[src/rtl/station_ctrl.sv]
// station_ctrl: station-to-station transit controller with an optional obstacle buzzer.
// Latency: command/ID acknowledges are combinational; state changes take effect at the next clk edge.
// Buzzer logic is compiled only when STATION_CTRL_BUZZ_EN is defined; otherwise buzz=0 and buzz_n=1.
module station_ctrl #(
   parameter int BUZZ_HALF = 6250
) (
   input  logic        clk,
   input  logic        rst_n,
   input  logic [15:0] cmd,
   input  logic        cmd_rdy,
   output logic        clr_cmd_rdy,
   input  logic [7:0]  ID,
   input  logic        ID_vld,
   output logic        clr_ID_vld,
   input  logic        OK2Move,
   output logic        in_transit,
   output logic        go,
   output logic        buzz,
   output logic        buzz_n
);

   typedef enum logic {IDLE, TRANSIT} state_t;

   state_t     state;
   logic [5:0] dest;

   logic is_go;
   logic is_stop;
   logic take_cmd;
   logic take_id;
   logic id_hit;

   // Opcode decode; 2'b10/2'b11 fall through as acknowledged no-ops.
   assign is_go   = (cmd[15:14] == 2'b01);
   assign is_stop = (cmd[15:14] == 2'b00);

   // A pending command always wins the cycle; the ID waits until cmd_rdy drops.
   // Acks are gated by rst_n so nothing is acknowledged while held in reset.
   assign take_cmd = rst_n & cmd_rdy;
   assign take_id  = rst_n & ID_vld & ~cmd_rdy;

   // Only the low six bits of a station ID name a destination.
   assign id_hit = (ID[5:0] == dest);

   assign clr_cmd_rdy = take_cmd;
   assign clr_ID_vld  = take_id;

   assign in_transit = (state == TRANSIT);
   assign go         = in_transit & OK2Move;

   // ID[7:6] and the unused command field are intentionally ignored.
   logic unused_bits;
   assign unused_bits = ^{ID[7:6], cmd[13:6]};

   // Transit FSM: GO (re)targets dest and travels, STOP or reaching dest returns to IDLE.
   always_ff @(posedge clk or negedge rst_n) begin
      if (!rst_n) begin
         state <= IDLE;
         dest  <= 6'h00;
      end else if (take_cmd) begin
         if (is_go) begin
            dest  <= cmd[5:0];
            state <= TRANSIT;
         end else if (is_stop) begin
            state <= IDLE;
         end
      end else if (take_id && (state == TRANSIT) && id_hit) begin
         state <= IDLE;
      end
   end

`ifdef STATION_CTRL_BUZZ_EN
   localparam int CW = (BUZZ_HALF > 1) ? $clog2(BUZZ_HALF) : 1;

   logic [CW-1:0] buzz_cnt;
   logic          buzz_act;
   logic          buzz_q;

   // Sound only while we want to move but the path is blocked.
   assign buzz_act = in_transit & ~OK2Move;

   // Half-period counter; held at zero and output silenced whenever inactive.
   always_ff @(posedge clk or negedge rst_n) begin
      if (!rst_n) begin
         buzz_cnt <= '0;
         buzz_q   <= 1'b0;
      end else if (!buzz_act) begin
         buzz_cnt <= '0;
         buzz_q   <= 1'b0;
      end else if (buzz_cnt == CW'(BUZZ_HALF - 1)) begin
         buzz_cnt <= '0;
         buzz_q   <= ~buzz_q;
      end else begin
         buzz_cnt <= buzz_cnt + CW'(1);
      end
   end

   assign buzz   = buzz_q;
   assign buzz_n = ~buzz_q;
`else
   logic unused_param;
   assign unused_param = (BUZZ_HALF != 0);

   assign buzz   = 1'b0;
   assign buzz_n = 1'b1;
`endif

endmodule

[config.mk]
export PLATFORM = sky130hd
export DESIGN_NAME = station_ctrl
export DESIGN_NICKNAME = d
export VERILOG_FILES = /design/src/rtl/station_ctrl.sv
export SDC_FILE = /design/constraint.sdc
export NUM_CORES = 1
export LEC_CHECK = 0
export ABC_AREA = 1
export CORE_AREA = 2 2 39 41
export CTS_BUF_LIST = sky130_fd_sc_hd__clkbuf_4 sky130_fd_sc_hd__clkbuf_8
export CTS_CLUSTER_SIZE = 12
export DETAILED_ROUTE_END_ITERATION = 12
export DIE_AREA = 0 0 41 43
export PLACE_DENSITY = 0.81
export REMOVE_ABC_BUFFERS = 1
export SETUP_SLACK_MARGIN = 0.4
export SLEW_MARGIN = 20
export SYNTH_ARGS = -nofsm -noshare
export SYNTH_HDL_FRONTEND = slang
export SYNTH_SLANG_ARGS = --single-unit
export TNS_END_PERCENT = 1
[constraint.sdc]
create_clock -name clk -period 2.6 [get_ports clk]
set_input_delay 0.26 -clock clk [delete_from_list [all_inputs] [get_ports clk]]
set_output_delay 0.26 -clock clk [all_outputs]
set_load 0.03 [all_outputs]
==> flow_metrics.py <==
metrics = {
    "outcome": {
        "status": "complete, no violations",
    },
    "synthesis": {
        "mappedNetlistArea_sq_um": 460,
        "synth.distinct_cells": 13,
        "avgSynthCellArea_sq_um": 7.08,
        "yosys_warnings": 0,
        "synth_cells": 65,
        "seq_area_frac_synth_pct": 38.0,
        "synth-seq-cells": 7,
    },
    "cells_and_area": {
        "final_common_cell": "clkdlybuf4s50_1",
        "area_growth_pct": 54.6,
        "drive_gt1_share_pct": 18.0,
        "final_nets": 119,
        "num_antenna_cells": 0,
        "final_cell_area_sq_um": 712,
        "final_cell_mix": "clkdlybuf4s50_1, nand2_1, inv_1",
    },
    "sta": {
        "timing.final.ws_setup_ps": 638,
        "finalMaxSlewViolations": 0,
        "finalHoldViolations": 0,
        "rsz0062_at_grt": "no",
        "clock.fmax_mhz": 510,
        "setup_viol": 0,
        "skew_ps": 1.30,
        "post-route-min-period_ps": 1960,
        "holdWs_ps": 420,
        "final.setup.tns_ps": 0,
        "finalCritPeriodShare_pct": 75.5,
    },
    "pwr": {
        "power.static_leakage_nw": 0.355,
        "power.switching_mw": 0.112,
        "internal-power_mw": 0.256,
        "max-vdd-ir-drop_v": 0.000207,
        "p_per_area_nw_per_um2": 517,
        "p_comb_share_pct": 32.6,
        "p_seq_share_pct": 37.6,
        "power_mw": 0.368,
        "switching_share_pct": 30.4,
        "p_clk_share_pct": 29.8,
    },
    "critical_path": {
        "crit_path_end_kind": "primary output",
        "crit_end": "clr_ID_vld",
        "required_ps": 2340,
        "r2r_slack_ps": 1600,
        "r2r-end": "in_transit",
        "worst_r2r_path_depth": 8,
        "reg2reg_from": "dest[4]",
        "crit_start": "rst_n",
        "critPathLaunchType": "input pin",
        "worstPathMaxFanout": 3,
        "worst_ep_arrival_time_ps": 1700,
        "crit_type": "in2out",
    },
    "routing": {
        "drt_iter0_drc": 11,
        "drc": 0,
        "wl_met2_microns": 532,
        "m1WireLength_microns": 424,
        "wl_per_cell_microns": 9.90,
        "vias": 451,
        "dr_wl_met3_microns": 75,
        "first_pass_iters": 4,
        "viasPerCell": 4.30,
        "drtAntennaViolNets": 0,
        "drt_wl_total_microns": 1040,
        "highest_layer": "met4",
    },
    "worst_hold_path": {
        "hp-class": "in2async",
    },
    "placement": {
        "dpl_cell_area_sq_um": 682,
        "dp_worst_setup_slack_ps": 655,
        "port_buffers": 22,
        "place.gp.congestion": 0.765,
        "dpl.hpwl_microns": 798,
    },
    "cts": {
        "numCtsBuffers": 3,
        "cts_buffer_depth": 2,
        "clkTransAtPathRegs_ps": 50,
        "cts_resized": 0,
        "htree_num_levels": 1,
        "post_cts.repair.setup_buffers": 0,
        "root_buffer": "clkbuf_4",
        "numClockSinks": 7,
        "cts-hold-fix-buffers": 0,
        "cts_tree": "yes",
        "clock_latency_ps": 250,
    },
    "global_routing": {
        "grt_pass1_vias": 416,
        "grt_max_degree": 13,
        "grt_overflow": 0,
        "grt_pass1_wl_microns": 1550,
        "antenna_found_initial": 0,
        "gr-usage-all-layers_pct": 13.1,
    },
    "floorplanning": {
        "rows": 14,
        "die_w_microns": 41,
        "die_h_microns": 43,
        "ios": 35,
        "initial_core_util_pct": 33.3,
        "core_sq_um": 1380,
        "die_area_sq_um": 1760,
    },
    "job": {
        "drv_cap": 0,
    },
}
[worst min-delay path by stage]
stage,slack (ps),start,endpoint
after floorplan,-40,rst_n,dest[0]
after global placement,480,dest[2],dest[2]
after detailed placement,490,dest[2],dest[2]
after CTS,410,rst_n,dest[1]
after global routing,410,rst_n,dest[4]
final,420,rst_n,in_transit
[power by group through the flow]
stage | Sequential, mW | Clock [mW] | Combinational (mW)
after floorplan | 0.144 | 0 | 0.0612
after global placement | 0.139 | 0 | 0.117
after detailed placement | 0.141 | 0 | 0.120
after CTS | 0.139 | 0.114 | 0.121
after global routing | 0.141 | 0.120 | 0.133
final | 0.138 | 0.110 | 0.120
[flip-flops by register name, summed over array words and instances, names as in the netlist]
signal      cells
dest            6
in_transit      1
[stage by stage]
step,util [%],instances
6_report,51.4,105
5_1_grt,51.4,105
4_1_cts,51.4,105
3_5_place_dp,49.3,101
3_3_place_gp,49.3,101
2_1_floorplan,-,62
[area by class of cell]
cell class                 count  area [sq um]
clock buffer                   4          30.0
fill                         151           672
inverter                      11          41.3
multi-input combinational     44           218
sequential                     7           175
tap                           16          20.0
timing repair buffer          23           228
[cells by family after synthesis]
logic type	synth area share, %
AO/OA/AOI/OAI	12.8
other	1.63
AND/OR/NAND/NOR	32.9
buffers and inverters	14.7
flip-flops	38.0
[critical path, stage by stage]
cell,delay (ps)
clkdlybuf4s50_1,550
nand2_1,70
nor2_1,130
clkdlybuf4s50_1,690
[cell usage after synthesis, drive strengths merged]
| library cell | n | area share [%] |
|---|---|---|
| nand2 | 18 | 16 |
| dfrtp | 7 | 38 |
| nor2 | 13 | 14 |
| o21ai | 3 | 3.3 |
| buf | 3 | 5.7 |
| nand3 | 3 | 3.3 |
| inv | 11 | 9.0 |
| conb | 2 | 1.6 |
| a21oi | 5 | 9.5 |
[metal layers]
| layer | global-route usage [%] | vias up |
|---|---|---|
| met3 | 3.66 | 2 |
| met1 | 16.1 | 194 |
| met5 | 0 | - |
| li1 | - | 237 |
| met4 | 8.00 | 0 |
| met2 | 19.4 | 18 |
Note: power is estimated with default switching activity, not from simulation.
